## src/rtl/dmem_arbiter_pkg.sv

```systemverilog
// Shared types and defaults for the data-memory arbiter: address/data widths,
// arbiter FSM states, response owner encoding and a counter-width helper.
package dmem_arb_pkg;

    localparam int AW_DEF = 8;
    localparam int DW_DEF = 32;

    typedef enum logic {
        ARB,
        LOCK_B
    } arb_state_e;

    typedef enum logic {
        OWN_A,
        OWN_B
    } owner_e;

    // Bits needed to hold values 0..limit inclusive.
    function automatic int cnt_width(input int limit);
        return $clog2(limit + 1);
    endfunction

endpackage

```

## src/rtl/dmem_arbiter_if.sv

```systemverilog
// One requester port of the data-memory arbiter. The requester (MEM stage,
// loader, DMA) uses the master modport; the arbiter uses the slave modport.
interface dmem_arbiter_if
    import dmem_arb_pkg::*;
#(
    parameter int AW = AW_DEF,
    parameter int DW = DW_DEF
) ();

    logic          req;
    logic          we;
    logic [AW-1:0] addr;
    logic [DW-1:0] wdata;
    logic          ready;
    logic          rvalid;
    logic [DW-1:0] rdata;
    logic          wack;

    modport master (
        output req, we, addr, wdata,
        input  ready, rvalid, rdata, wack
    );

    modport slave (
        input  req, we, addr, wdata,
        output ready, rvalid, rdata, wack
    );

endinterface

```

## src/rtl/dmem_arbiter_sat_counter.sv

```systemverilog
// Saturating up-counter with clear and freeze. Clear together with inc
// restarts the count at 1; freeze holds the value regardless of clr/inc.
module sat_counter
    import dmem_arb_pkg::*;
#(
    parameter int WIDTH = 3,
    parameter int LIMIT = 4
) (
    input  logic             clk,
    input  logic             rst,
    input  logic             inc,
    input  logic             clr,
    input  logic             freeze,
    output logic [WIDTH-1:0] cnt
);

    // Count register: freeze wins over clear, clear wins over increment.
    always_ff @(posedge clk) begin
        if (rst) begin
            cnt <= '0;
        end else if (!freeze) begin
            if (clr) begin
                cnt <= inc ? WIDTH'(1) : '0;
            end else if (inc && (cnt != WIDTH'(LIMIT))) begin
                cnt <= cnt + WIDTH'(1);
            end
        end
    end

endmodule

```

## src/rtl/dmem_arbiter.sv

```systemverilog
// Data-memory arbiter: shares a single-port, 1-cycle-latency memory between
// port A (pipeline MEM stage, default priority) and port B (loader/debug/DMA).
// One access issues per cycle; the response is routed to its owner the next
// cycle. B is protected from starvation and may lock the memory for
// read-modify-write sequences, with a forced release after LOCK_MAX cycles.
module dmem_arbiter
    import dmem_arb_pkg::*;
#(
    parameter int AW           = AW_DEF,
    parameter int DW           = DW_DEF,
    parameter int STARVE_LIMIT = 4,
    parameter int LOCK_MAX     = 16
) (
    input  logic          clk,
    input  logic          rst,
    dmem_arbiter_if.slave a,
    dmem_arbiter_if.slave b,
    input  logic          b_lock,
    output logic          lock_abort,
    output logic [AW-1:0] mem_addr,
    output logic [DW-1:0] mem_wdata,
    output logic          mem_we,
    input  logic [DW-1:0] mem_rdata,
    input  logic          mem_wd
);

    localparam int SW = cnt_width(STARVE_LIMIT);
    localparam int LW = cnt_width(LOCK_MAX);

    arb_state_e    state_q, state_d;
    logic          lock_blk_q, lock_blk_d;
    logic          lock_enter;
    logic          grant_a, grant_b;
    logic [SW-1:0] starve_cnt;
    logic [LW-1:0] lock_cnt;

    logic          vld_p1;
    owner_e        own_p1;
    logic          we_p1;

    // FSM state and lock-block flag registers.
    always_ff @(posedge clk) begin
        if (rst) begin
            state_q    <= ARB;
            lock_blk_q <= 1'b0;
        end else begin
            state_q    <= state_d;
            lock_blk_q <= lock_blk_d;
        end
    end

    // Grant selection, lock entry/exit and forced release; no grants while in reset.
    always_comb begin
        grant_a    = 1'b0;
        grant_b    = 1'b0;
        state_d    = state_q;
        lock_blk_d = lock_blk_q;
        lock_abort = 1'b0;
        lock_enter = 1'b0;
        if (!rst) begin
            case (state_q)
                ARB: begin
                    if (b.req && (starve_cnt == SW'(STARVE_LIMIT))) begin
                        grant_b = 1'b1;
                    end else if (a.req) begin
                        grant_a = 1'b1;
                    end else if (b.req) begin
                        grant_b = 1'b1;
                    end
                    // After a forced release, B must drop b_lock once before relocking.
                    if (lock_blk_q && !b_lock) begin
                        lock_blk_d = 1'b0;
                    end
                    if (grant_b && b_lock && !lock_blk_q) begin
                        state_d    = LOCK_B;
                        lock_enter = 1'b1;
                    end
                end
                LOCK_B: begin
                    grant_b = b.req;
                    if (!b_lock) begin
                        state_d = ARB;
                    end else if (lock_cnt == LW'(LOCK_MAX)) begin
                        state_d    = ARB;
                        lock_abort = 1'b1;
                        lock_blk_d = 1'b1;
                    end
                end
                default: state_d = ARB;
            endcase
        end
    end

    sat_counter #(
        .WIDTH (SW),
        .LIMIT (STARVE_LIMIT)
    ) u_starve_cnt (
        .clk    (clk),
        .rst    (rst),
        .inc    ((state_q == ARB) && b.req && !grant_b),
        .clr    (!b.req || grant_b),
        .freeze (state_q == LOCK_B),
        .cnt    (starve_cnt)
    );

    sat_counter #(
        .WIDTH (LW),
        .LIMIT (LOCK_MAX)
    ) u_lock_cnt (
        .clk    (clk),
        .rst    (rst),
        .inc    (lock_enter || (state_q == LOCK_B)),
        .clr    (state_q == ARB),
        .freeze (1'b0),
        .cnt    (lock_cnt)
    );

    assign a.ready   = grant_a;
    assign b.ready   = grant_b;
    assign mem_addr  = grant_b ? b.addr  : a.addr;
    assign mem_wdata = grant_b ? b.wdata : a.wdata;
    assign mem_we    = (grant_a && a.we) || (grant_b && b.we);

    // Issue -> response stage: remember who owns the access returning next cycle.
    always_ff @(posedge clk) begin
        if (rst) begin
            vld_p1 <= 1'b0;
            own_p1 <= OWN_A;
            we_p1  <= 1'b0;
        end else begin
            vld_p1 <= grant_a || grant_b;
            own_p1 <= grant_b ? OWN_B : OWN_A;
            we_p1  <= mem_we;
        end
    end

    // Responses are suppressed while rst is high so a reset drops the in-flight one.
    assign a.rvalid = vld_p1 && !rst && (own_p1 == OWN_A) && !we_p1;
    assign b.rvalid = vld_p1 && !rst && (own_p1 == OWN_B) && !we_p1;
    assign a.wack   = vld_p1 && !rst && (own_p1 == OWN_A) && we_p1 && mem_wd;
    assign b.wack   = vld_p1 && !rst && (own_p1 == OWN_B) && we_p1 && mem_wd;
    assign a.rdata  = a.rvalid ? mem_rdata : '0;
    assign b.rdata  = b.rvalid ? mem_rdata : '0;

endmodule
```

## src/flat_wrapper.sv

```systemverilog
// flat-port wrapper written by rule: the top's interface ports become plain ports
module dmem_arbiter_flat import dmem_arb_pkg::*;
#(
    parameter int AW           = AW_DEF,
    parameter int DW           = DW_DEF,
    parameter int STARVE_LIMIT = 4,
    parameter int LOCK_MAX     = 16
)
  (clk, rst, b_lock, lock_abort, mem_addr, mem_wdata, mem_we, mem_rdata, mem_wd, a_req, a_we, a_addr, a_wdata, a_ready, a_rvalid, a_rdata, a_wack, b_req, b_we, b_addr, b_wdata, b_ready, b_rvalid, b_rdata, b_wack);
  dmem_arbiter_if #(.AW(AW), .DW(DW)) a_i ();
  dmem_arbiter_if #(.AW(AW), .DW(DW)) b_i ();
  input  logic clk;
  input  logic rst;
  input  logic b_lock;
  output logic lock_abort;
  output logic [AW-1:0] mem_addr;
  output logic [DW-1:0] mem_wdata;
  output logic mem_we;
  input  logic [DW-1:0] mem_rdata;
  input  logic mem_wd;
  input wire logic [$bits(a_i.req)-1:0] a_req;
  input wire logic [$bits(a_i.we)-1:0] a_we;
  input wire logic [$bits(a_i.addr)-1:0] a_addr;
  input wire logic [$bits(a_i.wdata)-1:0] a_wdata;
  output wire logic [$bits(a_i.ready)-1:0] a_ready;
  output wire logic [$bits(a_i.rvalid)-1:0] a_rvalid;
  output wire logic [$bits(a_i.rdata)-1:0] a_rdata;
  output wire logic [$bits(a_i.wack)-1:0] a_wack;
  input wire logic [$bits(b_i.req)-1:0] b_req;
  input wire logic [$bits(b_i.we)-1:0] b_we;
  input wire logic [$bits(b_i.addr)-1:0] b_addr;
  input wire logic [$bits(b_i.wdata)-1:0] b_wdata;
  output wire logic [$bits(b_i.ready)-1:0] b_ready;
  output wire logic [$bits(b_i.rvalid)-1:0] b_rvalid;
  output wire logic [$bits(b_i.rdata)-1:0] b_rdata;
  output wire logic [$bits(b_i.wack)-1:0] b_wack;
  assign a_i.req = a_req;
  assign a_i.we = a_we;
  assign a_i.addr = a_addr;
  assign a_i.wdata = a_wdata;
  assign a_ready = a_i.ready;
  assign a_rvalid = a_i.rvalid;
  assign a_rdata = a_i.rdata;
  assign a_wack = a_i.wack;
  assign b_i.req = b_req;
  assign b_i.we = b_we;
  assign b_i.addr = b_addr;
  assign b_i.wdata = b_wdata;
  assign b_ready = b_i.ready;
  assign b_rvalid = b_i.rvalid;
  assign b_rdata = b_i.rdata;
  assign b_wack = b_i.wack;
  dmem_arbiter #(.AW(AW), .DW(DW), .STARVE_LIMIT(STARVE_LIMIT), .LOCK_MAX(LOCK_MAX)) u_core (.clk(clk), .rst(rst), .a(a_i), .b(b_i), .b_lock(b_lock), .lock_abort(lock_abort), .mem_addr(mem_addr), .mem_wdata(mem_wdata), .mem_we(mem_we), .mem_rdata(mem_rdata), .mem_wd(mem_wd));
endmodule
```

## config.mk

```make
export PLATFORM = sky130hd
export DESIGN_NAME = dmem_arbiter_flat
export DESIGN_NICKNAME = d
export VERILOG_FILES = /design/src/rtl/dmem_arbiter_pkg.sv /design/src/rtl/dmem_arbiter_if.sv /design/src/rtl/dmem_arbiter_sat_counter.sv /design/src/rtl/dmem_arbiter.sv /design/src/flat_wrapper.sv
export SDC_FILE = /design/constraint.sdc
export NUM_CORES = 1
export LEC_CHECK = 0
export CAP_MARGIN = 40
export CORE_AREA = 2 2 89 91
export DETAILED_ROUTE_END_ITERATION = 8
export DIE_AREA = 0 0 91 93
export PLACE_DENSITY = 0.83
export SYNTH_ARGS = -nofsm -noshare
export SYNTH_HDL_FRONTEND = slang
export SYNTH_SLANG_ARGS = --single-unit
```

## constraint.sdc

```tcl
create_clock -name clk -period 1.9 [get_ports clk]
set_input_delay 0.19 -clock clk [delete_from_list [all_inputs] [get_ports clk]]
set_output_delay 0.19 -clock clk [all_outputs]
set_load 0.05 [all_outputs]
```

==> flow_summary.rst <==
.. list-table::
   :header-rows: 1

   * - Metric
     - Value
   * - DIE HEIGHT
     - 93 um
   * - Clock tree from TritonCTS
     - yes
   * - Initial antenna violation count
     - 2
   * - Overall track demand over capacity in global routing
     - 0.242
   * - Via density
     - 4.53
   * - Sink Count
     - 13
   * - Largest area contributor in the netlist
     - mux2_4
   * - Setup Crit Path Kind
     - flop to output pin
   * - Effective utilization at floorplan
     - 0.239
   * - Nature of the critical path endpoint
     - output pin
   * - Total of hold buffers inserted after clock tree synthesis
     - 0
   * - Headroom to the max-slew limit
     - 0.800
   * - DRC violations left
     - 0
   * - Final cycle utilization of the critical path
     - 1.09
   * - Sequential cell area
     - 268 um2
   * - Req. time, crit path
     - 1.71 ns
   * - Met3 Track Usage GR
     - 0.0637
   * - Post-route worst hold slack
     - 0.375 ns
   * - Clock Pin Slew Worst Setup and Hold Paths
     - 0.07 ns
   * - Total clock buffers created by CTS
     - 3
   * - First-pass iteration count of the detailed router
     - 4
   * - Clock share of power
     - 0.148
   * - Final WS setup
     - -0.166 ns
   * - Worst hold path type
     - input pin to flop
   * - Root buffer cell
     - clkbuf_8
   * - Most common cell after layout, fill and taps aside
     - clkdlybuf4s50_1
   * - I/O Pins
     - 232
   * - Count of different cell masters after synthesis
     - 38
   * - R2R depth
     - 14
   * - Startpoint of the most critical register-to-register path
     - u_core.u_starve_cnt.cnt[1]$_SDFFE_PP0P_
   * - Status
     - complete, but fails checks
   * - Reg-to-Reg End
     - u_core.u_lock_cnt.cnt[0]$_SDFFE_PP0P_
   * - Number of inserted filler cells in the final layout
     - 523
   * - # diodes
     - 0
   * - Fraction of layout instances using a drive strength above 1
     - 0.534
   * - Detail-routed net length per standard cell
     - 19.7 um
   * - Combined area of the multi-input logic cells
     - 1520 um2
   * - Startpoint types
     - flop
   * - Global routing's busiest layer
     - met2
   * - Fin Setup TNS
     - -5.98 ns
   * - Capture point of the critical path
     - mem_addr[2]
   * - Source-to-sink clock delay at the later pin of the worst-skew pair
     - 0.26 ns
   * - Power dissipated by switching net loads
     - 0.718 mW
   * - Wire length reported by the detailed router
     - 10.9 mm
   * - P_leak
     - 2.45 nW
   * - Comb pwr share
     - 0.692
   * - Die Area
     - 8460 um2
   * - Crit path DAT
     - 1.88 ns
   * - Top cell type's share of synthesized area
     - 0.326
   * - Max IR drop VDD
     - 0.000445 V
   * - Setup repair after global routing missed its margin
     - yes
   * - Vias after detailed routing
     - 2,515
   * - Seq/Total Area, Yosys
     - 0.145
   * - Placeable core region
     - 7530 um2
   * - Post-DP HPWL
     - 7.91 mm
   * - Internal power contribution
     - 1.07 mW
   * - Synthesis-to-finish area growth
     - 205%
   * - EDFF count, synth
     - 0
   * - Failing checks
     - setup timing
   * - Power density normalized to cell area
     - 327 nW/um2
   * - Number of setup violations in the final report
     - 46
   * - Number of maximum-capacitance violations
     - 0
   * - Final hold vios
     - 0
   * - Most used cells in the layout excluding fill and tap cells
     - clkdlybuf4s50_1 (117), buf_12 (73), buf_4 (41)
   * - Number of global-route vias before repair
     - 2,622
   * - Commonest register cell after synthesis
     - dfxtp_1
   * - Global route total overflow
     - 0
   * - Sequential group share of total power
     - 0.161
   * - Number of routed nets with antenna violations
     - 0
   * - Ranking of synthesized cells by area
     - mux2_4 (33%), and2_1 (22%), dfxtp_1 (14%)
   * - Count of input and output buffers
     - 231
   * - # rows
     - 32
   * - Maximum clock path buffer count
     - 2
   * - Number of levels in the clock H-tree
     - 1
   * - Final-stage net count
     - 578
   * - Met2 global-route usage
     - 0.466
   * - Min cycle time layout
     - 2.07 ns
   * - Worst slew pin tran
     - 0.296 ns
   * - Async SR Flop Fraction
     - 0
   * - DR iter-0 viols
     - 50
   * - Floorplan die width
     - 91 um
   * - Maximum fanout count along the critical path
     - 7
   * - Synthesized instance count
     - 192
   * - Final setup skew
     - 0.00870 ns
   * - Final slew viol count
     - 0
   * - Warnings from Yosys
     - 0
   * - Global-route track usage on met1
     - 0.249
   * - Critical path startpoint
     - u_core.u_starve_cnt.cnt[0]$_SDFFE_PP0P_
   * - Cell area after synthesis
     - 1800 um2
   * - Slack of the worst reg-to-reg path
     - -0.15 ns
   * - Final estimated routing congestion in global placement
     - 0.764
   * - First-pass GRT wire length
     - 15.8 mm
   * - Maximum number of pins on one net before global-route repair
     - 34
   * - Synth Net Count
     - 316
   * - Number of flip-flops and latches in the synthesized netlist
     - 13
   * - Switching Fraction
     - 0.401
   * - Average footprint of a synthesized cell
     - 9.36 um2
   * - Highest Clock Rate
     - 0.484 GHz
## how the worst min path moves through the flow
stage / from / to / slack (ns) / cells after the start
detailed placement: u_core.lock_blk_q$_SDFFE_PP0P_ / u_core.lock_blk_q$_SDFFE_PP0P_ / 0.50 / 2
CTS: b_req / u_core.u_starve_cnt.cnt[0]$_SDFFE_PP0P_ / 0.37 / 3
finish: b_req / u_core.u_starve_cnt.cnt[0]$_SDFFE_PP0P_ / 0.38 / 3
global route: b_req / u_core.u_starve_cnt.cnt[0]$_SDFFE_PP0P_ / 0.40 / 3
floorplan: a_we / u_core.we_p1$_SDFF_PP0_ / 0.32 / 1
global placement: u_core.lock_blk_q$_SDFFE_PP0P_ / u_core.lock_blk_q$_SDFFE_PP0P_ / 0.47 / 2
## sequential cells by signal, indices dropped and copies added (netlist names)
register and count:
u_core.vld_p1 1, u_core.lock_blk_q 1, u_core.we_p1 1, u_core.u_starve_cnt.cnt 3, u_core.own_p1 1, u_core.u_lock_cnt.cnt 5
u_core.state_q 1
## stage by stage
stage	total power [mW]	std cells	area (um2)	utilization	worst slack (ns)
finish	1.79	555	5480	0.729	-0.166
global route	1.84	555	5480	0.729	-0.218
CTS	1.77	550	5400	0.718	-0.166
detailed placement	1.41	525	4860	0.646	-0.127
global placement	1.40	525	4860	0.646	-0.0747
floorplan	0.862	192	1800	-	-0.0711
## cells by family after synthesis
logic type,synth area share
DFF,0.145
adders and majority gates,0.0279
and+or+nand+nor,0.338
AOI/OAI and AO/OA,0.0487
xor gates and xnor gates,0.0146
muxes,0.338
buffers and inverters,0.0884
## critical path, stage by stage (launching register included)
cell and delay [ns]:
dfxtp_2 0.34, inv_2 0.05, ha_4 0.16, a21boi_4 0.14, a21bo_4 0.17, buf_6 0.13
buf_16 0.14, mux2_4 0.32, buf_8 0.15
## synthesized netlist by cell type (all sizes together), types with 2 or more instances
library cell and number:
clkbuf 6, nand2 4, nor2 7, and2 64, ha 4, mux2 40, xor2 2, nand4 2
a22o 2, nand3 4, nor4b 3, nor3b 2, a21oi 4, inv 8, nor2b 2, dfxtp 13
buf 8
## power groups by stage
| stage | Combinational (mW) | Sequential, mW | Clock, mW |
|---|---|---|---|
| after global routing | 1.28 | 0.289 | 0.277 |
| final | 1.24 | 0.288 | 0.265 |
| after floorplan | 0.572 | 0.290 | 0 |
| after global placement | 1.10 | 0.293 | 0 |
| after detailed placement | 1.12 | 0.293 | 0 |
| after CTS | 1.22 | 0.288 | 0.263 |
## per-layer routing
layer	wire length (um)	part of all wire	vias up
li1	-	-	1170
met5	28	0.0026	-
met2	5910	0.54	134
met3	735	0.067	33
met4	379	0.035	4
met1	3850	0.35	1174
## final cells by class
type | instances | share of cell area
timing repair buffer | 271 | 0.637
multi-input combinational | 157 | 0.277
sequential | 13 | 0.0488
tap | 102 | 0.0233
clock buffer | 3 | 0.00753
inverter | 8 | 0.00548
clock inverter | 1 | 0.000913
## what timing repair did
item | CTS | global route
gates resized for setup | 76 | 11
pin swaps | 5 | 5
hold endpoints to repair | 0 | 0
gates cloned | 6 | 0
setup buffers | 16 | 6
setup endpoints to repair | 107 | 69
(Power assumes the default switching activity.)
